===== src/rtl/multicycle_pkg.sv =====
// Shared encodings for the multi-cycle MIPS control unit: states, opcodes,
// ALU-op codes, mux selects and the control output bundle.
package multicycle_pkg;

    typedef enum logic [3:0] {
        S_FETCH    = 4'd0,
        S_DECODE   = 4'd1,
        S_MEM_ADDR = 4'd2,
        S_MEM_RD   = 4'd3,
        S_MEM_WB   = 4'd4,
        S_MEM_WR   = 4'd5,
        S_EXEC_R   = 4'd6,
        S_R_WB     = 4'd7,
        S_ADDI_EX  = 4'd8,
        S_ADDI_WB  = 4'd9,
        S_BRANCH   = 4'd10,
        S_JUMP     = 4'd11
    } state_e;

    localparam logic [5:0] OP_R    = 6'b000000;
    localparam logic [5:0] OP_LW   = 6'b100011;
    localparam logic [5:0] OP_SW   = 6'b101011;
    localparam logic [5:0] OP_BEQ  = 6'b000100;
    localparam logic [5:0] OP_ADDI = 6'b001000;
    localparam logic [5:0] OP_J    = 6'b000010;

    localparam logic [2:0] ALU_ADD   = 3'b000;
    localparam logic [2:0] ALU_SUB   = 3'b001;
    localparam logic [2:0] ALU_RTYPE = 3'b010;

    localparam logic [1:0] SRCB_B       = 2'b00;
    localparam logic [1:0] SRCB_FOUR    = 2'b01;
    localparam logic [1:0] SRCB_IMM     = 2'b10;
    localparam logic [1:0] SRCB_IMM_SH2 = 2'b11;

    localparam logic [1:0] PCSRC_ALU    = 2'b00;
    localparam logic [1:0] PCSRC_ALUOUT = 2'b01;
    localparam logic [1:0] PCSRC_JUMP   = 2'b10;

    typedef struct packed {
        logic       pc_we;
        logic [1:0] pc_src;
        logic       ir_we;
        logic       iord;
        logic       mem_rd;
        logic       mem_wr;
        logic       reg_we;
        logic       reg_dst;
        logic       mem_to_reg;
        logic       alu_src_a;
        logic [1:0] alu_src_b;
        logic [2:0] alu_op;
        logic       illegal_op;
    } ctrl_t;

    function automatic logic is_legal(input logic [5:0] op);
        return (op == OP_R) || (op == OP_LW) || (op == OP_SW) ||
               (op == OP_BEQ) || (op == OP_ADDI) || (op == OP_J);
    endfunction

endpackage


===== src/rtl/multicycle_ctrl_decode.sv =====
// Combinational map from FSM state (plus opcode, zero, mem_ready) to the
// datapath control bundle. MULTICYCLE_MEM_WAIT_EN gates FETCH writes on mem_ready.
module multicycle_ctrl_decode
    import multicycle_pkg::*;
(
    input  state_e     state_i,
    input  logic [5:0] opcode_i,
    input  logic       zero_i,
    input  logic       mem_ready_i,
    output ctrl_t      ctrl_o
);

    logic mem_done;
`ifdef MULTICYCLE_MEM_WAIT_EN
    assign mem_done = mem_ready_i;
`else
    logic mem_ready_unused;
    assign mem_ready_unused = mem_ready_i;
    assign mem_done = 1'b1;
`endif

    always_comb begin
        ctrl_o = '0;
        case (state_i)
            S_FETCH: begin
                ctrl_o.mem_rd    = 1'b1;
                ctrl_o.ir_we     = mem_done;
                ctrl_o.pc_we     = mem_done;
                ctrl_o.alu_src_b = SRCB_FOUR;
                ctrl_o.alu_op    = ALU_ADD;
                ctrl_o.pc_src    = PCSRC_ALU;
            end
            S_DECODE: begin
                // Speculatively form the branch target into ALUOut.
                ctrl_o.alu_src_b  = SRCB_IMM_SH2;
                ctrl_o.alu_op     = ALU_ADD;
                ctrl_o.illegal_op = !is_legal(opcode_i);
            end
            S_MEM_ADDR, S_ADDI_EX: begin
                ctrl_o.alu_src_a = 1'b1;
                ctrl_o.alu_src_b = SRCB_IMM;
                ctrl_o.alu_op    = ALU_ADD;
            end
            S_MEM_RD: begin
                ctrl_o.mem_rd = 1'b1;
                ctrl_o.iord   = 1'b1;
            end
            S_MEM_WB: begin
                ctrl_o.reg_we     = 1'b1;
                ctrl_o.mem_to_reg = 1'b1;
            end
            S_MEM_WR: begin
                ctrl_o.mem_wr = 1'b1;
                ctrl_o.iord   = 1'b1;
            end
            S_EXEC_R: begin
                ctrl_o.alu_src_a = 1'b1;
                ctrl_o.alu_src_b = SRCB_B;
                ctrl_o.alu_op    = ALU_RTYPE;
            end
            S_R_WB: begin
                ctrl_o.reg_we  = 1'b1;
                ctrl_o.reg_dst = 1'b1;
            end
            S_ADDI_WB: begin
                ctrl_o.reg_we = 1'b1;
            end
            S_BRANCH: begin
                ctrl_o.alu_src_a = 1'b1;
                ctrl_o.alu_src_b = SRCB_B;
                ctrl_o.alu_op    = ALU_SUB;
                ctrl_o.pc_src    = PCSRC_ALUOUT;
                ctrl_o.pc_we     = zero_i;
            end
            S_JUMP: begin
                ctrl_o.pc_src = PCSRC_JUMP;
                ctrl_o.pc_we  = 1'b1;
            end
            default: ;
        endcase
    end

endmodule


===== src/rtl/multicycle_ctrl.sv =====
// Multi-cycle MIPS control FSM: state register, next-state logic and reset
// gating of outputs. MULTICYCLE_MEM_WAIT_EN adds mem_ready wait states.
module multicycle_ctrl
    import multicycle_pkg::*;
(
    input  logic       clk,
    input  logic       rst,
    input  logic [5:0] opcode,
    input  logic       zero,
    input  logic       mem_ready,
    output logic       pc_we,
    output logic [1:0] pc_src,
    output logic       ir_we,
    output logic       iord,
    output logic       mem_rd,
    output logic       mem_wr,
    output logic       reg_we,
    output logic       reg_dst,
    output logic       mem_to_reg,
    output logic       alu_src_a,
    output logic [1:0] alu_src_b,
    output logic [2:0] alu_op,
    output logic       illegal_op,
    output logic [3:0] state_o
);

    state_e state_q, state_d;
    ctrl_t  ctrl, ctrl_out;
    logic   mem_done;

`ifdef MULTICYCLE_MEM_WAIT_EN
    assign mem_done = mem_ready;
`else
    assign mem_done = 1'b1;
`endif

    always_comb begin
        state_d = S_FETCH;
        case (state_q)
            S_FETCH:  state_d = mem_done ? S_DECODE : S_FETCH;
            S_DECODE: begin
                case (opcode)
                    OP_LW, OP_SW: state_d = S_MEM_ADDR;
                    OP_R:         state_d = S_EXEC_R;
                    OP_ADDI:      state_d = S_ADDI_EX;
                    OP_BEQ:       state_d = S_BRANCH;
                    OP_J:         state_d = S_JUMP;
                    default:      state_d = S_FETCH;
                endcase
            end
            S_MEM_ADDR: begin
                if (opcode == OP_LW)      state_d = S_MEM_RD;
                else if (opcode == OP_SW) state_d = S_MEM_WR;
                else                      state_d = S_FETCH;
            end
            S_MEM_RD:  state_d = mem_done ? S_MEM_WB : S_MEM_RD;
            S_MEM_WR:  state_d = mem_done ? S_FETCH : S_MEM_WR;
            S_EXEC_R:  state_d = S_R_WB;
            S_ADDI_EX: state_d = S_ADDI_WB;
            default:   state_d = S_FETCH;
        endcase
    end

    always_ff @(posedge clk) begin
        if (rst) state_q <= S_FETCH;
        else     state_q <= state_d;
    end

    multicycle_ctrl_decode u_decode (
        .state_i     (state_q),
        .opcode_i    (opcode),
        .zero_i      (zero),
        .mem_ready_i (mem_ready),
        .ctrl_o      (ctrl)
    );

    // Outputs are forced idle during rst so a partial instruction commits nothing.
    assign ctrl_out = rst ? '0 : ctrl;
    assign state_o  = rst ? 4'(S_FETCH) : 4'(state_q);

    assign pc_we      = ctrl_out.pc_we;
    assign pc_src     = ctrl_out.pc_src;
    assign ir_we      = ctrl_out.ir_we;
    assign iord       = ctrl_out.iord;
    assign mem_rd     = ctrl_out.mem_rd;
    assign mem_wr     = ctrl_out.mem_wr;
    assign reg_we     = ctrl_out.reg_we;
    assign reg_dst    = ctrl_out.reg_dst;
    assign mem_to_reg = ctrl_out.mem_to_reg;
    assign alu_src_a  = ctrl_out.alu_src_a;
    assign alu_src_b  = ctrl_out.alu_src_b;
    assign alu_op     = ctrl_out.alu_op;
    assign illegal_op = ctrl_out.illegal_op;

endmodule


===== config.mk =====
export PLATFORM = sky130hd
export DESIGN_NAME = multicycle_ctrl
export DESIGN_NICKNAME = d
export VERILOG_FILES = /design/src/rtl/multicycle_pkg.sv /design/src/rtl/multicycle_ctrl_decode.sv /design/src/rtl/multicycle_ctrl.sv
export SDC_FILE = /design/constraint.sdc
export NUM_CORES = 1
export LEC_CHECK = 0
export CAP_MARGIN = 5
export CORE_MARGIN = 3
export CORE_UTILIZATION = 43
export CTS_CLUSTER_SIZE = 28
export DETAILED_ROUTE_END_ITERATION = 10
export PLACE_DENSITY = 0.85
export SYNTH_ARGS = -nofsm -noshare
export SYNTH_HDL_FRONTEND = slang
export SYNTH_HIERARCHICAL = 1
export SYNTH_SLANG_ARGS = --single-unit

===== constraint.sdc =====
create_clock -name clk -period 3.1 [get_ports clk]
set_input_delay 0.62 -clock clk [delete_from_list [all_inputs] [get_ports clk]]
set_output_delay 0.62 -clock clk [all_outputs]
set_load 0.005 [all_outputs]

# Word-level counts from Yosys, hierarchy flattened
# Index checks and enable logic that the tools add are counted.
# totals
ramBits	0
ff_bits	4
latch_bits	0
n_memories	0
output_inout_bits	21
word_cells	48
romBits	0
# op_classes
n_reduce_logical	14
div	0
add_sub_neg	0
shifts	0
n_eq_ne	16
order_cmp	0
n_bitwise	0
mul	0
n_mux	17
# ops
cell	n
5-bit one-hot mux with 5 select lines	1
4-bit one-hot mux with 6 select lines	1
4-bit one-hot mux with 5 select lines	1
17-bit two-way mux	1
4-bit by 3-bit equality test with 1-bit output, second input constant	4
4-bit equality test, second input constant	4
6-bit equality test, second input constant	2
1-bit two-way mux	9
3-bit one-hot mux with 3 select lines	1
4-bit by 2-bit equality test with 1-bit output, second input constant	2
2-bit OR reduction	4
6-bit by 2-bit equality test with 1-bit output, second input constant	1
6-bit by 3-bit equality test with 1-bit output, second input constant	1
6-bit by 4-bit equality test with 1-bit output, second input constant	1
6-bit zero test	1
3-bit two-way mux	2
1-bit logical OR	5
4-bit by 1-bit equality test with 1-bit output, second input constant	1
4-bit zero test	1
4-bit two-way mux	1
4-bit OR reduction	1
3-bit OR reduction	1
1-bit zero test	1

# Depth between registers and ports, before layout
# Gate-level depths: netlist (run 1).
# depth
ltp_word	9
ltp_mapped	5

# Hierarchy
# Netlist (run 1), hierarchy kept.
# by_module_without_submodules
module	cells_per_inst	area_per_inst_um2	instances
multicycle_ctrl	61	434.2	1
multicycle_ctrl_decode	38	232.7	1

# Worst setup path before layout (run 1)
# Ideal clock, no wire load.
# synth_path
path_kind	in2out
startpoint	input port opcode[2]
endpoint	output port illegal_op
path_slack_ns	1.126
t_arrival_ns	1.354
n_path_buf	0
cell_stages	4
cell_sequence	maj3_2 > o31ai_2 > a2111oi_2 > nor2b_1
# synth_lines
item	line	text
start: declaration	multicycle_ctrl.sv:8	input logic [5:0] opcode,
end: declaration	multicycle_ctrl.sv:23	output logic illegal_op,

==> results of run 1 <==
==> worst paths after layout <==
check | from | to | slack [ns]
hold / removal | state_q[0] | state_q[1] | 0.64
hold reg to reg | state_q[0] | state_q[1] | 0.64
setup reg to reg | state_q[2] | state_q[2] | 1.63
setup / recovery | opcode[3] | illegal_op | 0.10
==> through the flow <==
stage / std cells / instance area (µm²)
after floorplan: 99 / 666.9
after global placement: 141 / 979.7
after detailed placement: 141 / 979.7
after CTS: 144 / 1002
after global routing: 144 / 1010
final: 144 / 1010
==> metal layers <==
layer	GRT usage (%)	part of all wire [%]
met1	21.67	42
met2	28.13	48
met3	3.953	9.9
met4	1.754	0
met5	0	0
==> cells in the mapped netlist (2+ instances only) <==
library cell / n
o21ai_0: 6
clkbuf_1: 3
nor2b_1: 21
nand4b_1: 2
a21oi_1: 5
nand2b_1: 7
buf_4: 2
nor4_1: 4
a2111oi_2: 2
dfxtp_1: 4
xor2_1: 2
nand2_1: 2
buf_2: 4
nor3_1: 4
nor2_1: 10
nand3_1: 3
==> tightest hold or removal path, delay by kind of cell (launching register included) <==
family	cells	cell delay (ns)
AO/OA/AOI/OAI	1	0.06
flip-flops	1	0.40
AND/OR/NAND/NOR	1	0.13
==> layout make-up <==
type	instances	area, µm²
Inverter	1	3.754
Tap cell	15	18.77
Multi-Input combinational cell	85	539.3
Sequential cell	4	80.08
Fill cell	114	372.9
Clock buffer	3	22.52
Timing Repair Buffer	36	345.3
==> cells in the final DEF (no fill, tap or decap), drive strengths merged, types with 3 or more instances in the layout <==
cell type,netlist,final
a21oi,6,6
buf,6,8
clkbuf,3,3
clkdlybuf4s50,0,26
dfxtp,4,4
nand2b,7,7
nand3,3,3
nor2,10,10
nor2b,21,21
nor3,4,4
nor4,5,5
o21ai,6,6
==> power groups by stage <==
stage / clock network, W / registers, W / logic [W]
5_1_grt: 0.0000678 / 0.0000594 / 0.0000858
4_1_cts: 0.0000631 / 0.0000585 / 0.0000780
6_report: 0.0000601 / 0.0000586 / 0.0000779
3_5_place_dp: 0 / 0.0000593 / 0.0000780
3_3_place_gp: 0 / 0.0000594 / 0.0000761
2_1_floorplan: 0 / 0.0000553 / 0.0000400
==> logic make-up after synthesis <==
| family | count (synthesis) | share of synthesized area [%] |
|---|---|---|
| compound gates | 22 | 23.83 |
| xor+xnor | 3 | 3.941 |
| fa+ha+maj | 1 | 1.688 |
| buf+inv | 10 | 7.503 |
| flops | 4 | 12.01 |
| other cells | 1 | 0.5623 |
| simple gates | 58 | 50.47 |
==> metrics.md, run 1 <==
| Metric | Value |
|---|---|
| Status | `finished, final reports clean` |
| Worst path bufs/invs | `2` |
| Htree depth | `1` |
| Critical path class | `primary input to output pin` |
| Yosys top cell area share | `approximately a fifth` |
| Crit-path cells | `clkdlybuf4s50_1 -> maj3_2 -> o31ai_2 -> a2111oi_2 -> nor2b_2 -> clkdlybuf4s50_1` |
| # port buffers | `28` |
| Synth Warn # | `6` |
| Setup Buffers After CTS | `0` |
| Post-DP HPWL | `1.283 mm` |
| Final hold vios | `0` |
| Slowest CP cell | `clkdlybuf4s50_1` |
| Seq cells post-synth | `4` |
| Die area | `2059 µm²` |
| Vias in the first global route | `602` |
| Clock root cell | `clkbuf_4` |
| GP Congestion | `0.8790` |
| Vias | `801` |
| CP Depth | `6` |
| RSZ-0062 raised after global routing | `no` |
| Crit start category | `primary input` |
| Min Hold Slack | `0.6423 ns` |
| Total power | `0.0001966 W` |
| Worst slew margin | `between 50% and 60%` |
| Yosys cell types | `34` |
| Register name with the most flops | `state_q` |
| Clk_lat worst skew | `~0.23 ns` |
| Io pins | `31` |
| Die W | `45.38 µm` |
| Worst-Margin Slew | `0.6413 ns` |
| Crit path largest cell delay | `0.50 ns` |
| Antenna viol nets, final | `0` |
| Layout cells sized above 1 | `14.73%` |
| CTS Buf Count | `3` |
| # DRC | `0` |
| Setup violators final | `0` |
| Cell Pwr Density | `194.8 nW/µm²` |
| Initial antenna violation count | `0` |
| Clock power frac | `30.6%` |
| Max FFs per register | `4` |
| CP most frequent cell | `clkdlybuf4s50_1` |
| Setup_tns | `0 ns` |
| First-pass DRT Iterations | `4` |
| Switching power | `0.00005488 W` |
| Crit share post-route | `96.76%` |
| Internal power | `0.0001418 W` |
| Hold Crit Class | `register to register` |
| Largest net degree at the start of global routing | `24` |
| Die H | `45.38 µm` |
| Synth area leaders | `nor2b_1 (20%), dfxtp_1 (12%), nand2b_1 (6.6%)` |
| CTS tree | `yes` |
| Worst Hold Depth | `2` |
| Flop pwr share | `29.8%` |
| Avg Cell Area, Syn | `6.736 µm²` |
| Initial Utilization | `just under 50%` |
| Initial DRC Count | `18` |
| Sw frac | `~28%` |
| Sinks on Clock Net | `4` |
| Synth area leader | `nor2b_1` |
| Final WL | `1.647 mm` |
| Tot GR Track Use | `16.56%` |
| F_max | `333.4 MHz` |
| Critical Path Sink Type | `output pin` |
| Synth Instances | `a little under 100` |
| Core area | `1383 µm²` |
| First-pass GRT wire length | `about 2.6 mm` |
| Logic gate share of total power | `between 30% and 40%` |
| Congestion Overflow GR | `0` |
| Post-synth EDFFs | `0` |
| Arr. time, crit path | `around 2.4 ns` |
| Synth async-reset ratio | `0%` |
| Syn-to-layout area delta | `51.41%` |
| Worst EP required | `2.48 ns` |
| Setup Slack @ Placement | `roughly 0.037 ns` |
| WL/cell | `11.44 µm` |
| CTS clk-pin slew, worst paths | `0.04 ns` |
| Seq/Total Area, Yosys | `12.01%` |
| Clk_skew | `around 0.0028 ns` |
| Syn Std Cell Area | `approximately 670 µm²` |
| Final setup margin | `0.1004 ns` |
| Reg2reg path depth | `4` |
| Ys flop type | `dfxtp_1` |
| Synth Net Count | `roughly 110` |
| Leakage | `0.3609 nW` |
| Slew Viols, Final | `0` |
| CTS Hold Bufs | `0` |
| # resized after CTS | `0` |
| Top delay family on crit path | `buffers and inverters` |
| Layout Nets | `141` |
| Biggest registers after layout | `state_q x4` |
| Max-cap violations | `0` |
| Max rail drop VDD | `229.5 µV` |
| Util after Layout | `73.03%` |
| Critical Path Fanout Max | `2` |
| Final min period | `3.000 ns` |
| Maximum buffer depth of the clock tree | `2` |
| Vias per cell | `5.563` |
| ANT cells | `0` |
| Row count | `13` |
(Power assumes the default switching activity.)
==> run 2, diff against run 1 <==
--- a/config.mk
+++ b/config.mk
@@ -5,7 +5,7 @@
 export SDC_FILE = /design/constraint.sdc
 export NUM_CORES = 1
 export LEC_CHECK = 0
-export CAP_MARGIN = 5
+export CAP_MARGIN = 10
 export CORE_MARGIN = 3
 export CORE_UTILIZATION = 43
 export CTS_CLUSTER_SIZE = 28
==> results of run 2 <==
The final DEF is identical to that of run 1; final timing and power are the same.
==> run 3, diff against run 2 <==
--- a/config.mk
+++ b/config.mk
@@ -8,6 +8,7 @@
 export CAP_MARGIN = 10
 export CORE_MARGIN = 3
 export CORE_UTILIZATION = 43
+export CTS_BUF_LIST = sky130_fd_sc_hd__clkbuf_4 sky130_fd_sc_hd__clkbuf_8 sky130_fd_sc_hd__clkbuf_16
 export CTS_CLUSTER_SIZE = 28
 export DETAILED_ROUTE_END_ITERATION = 10
 export PLACE_DENSITY = 0.85
==> results of run 3 <==
The final DEF is identical to that of run 1; final timing and power are the same.
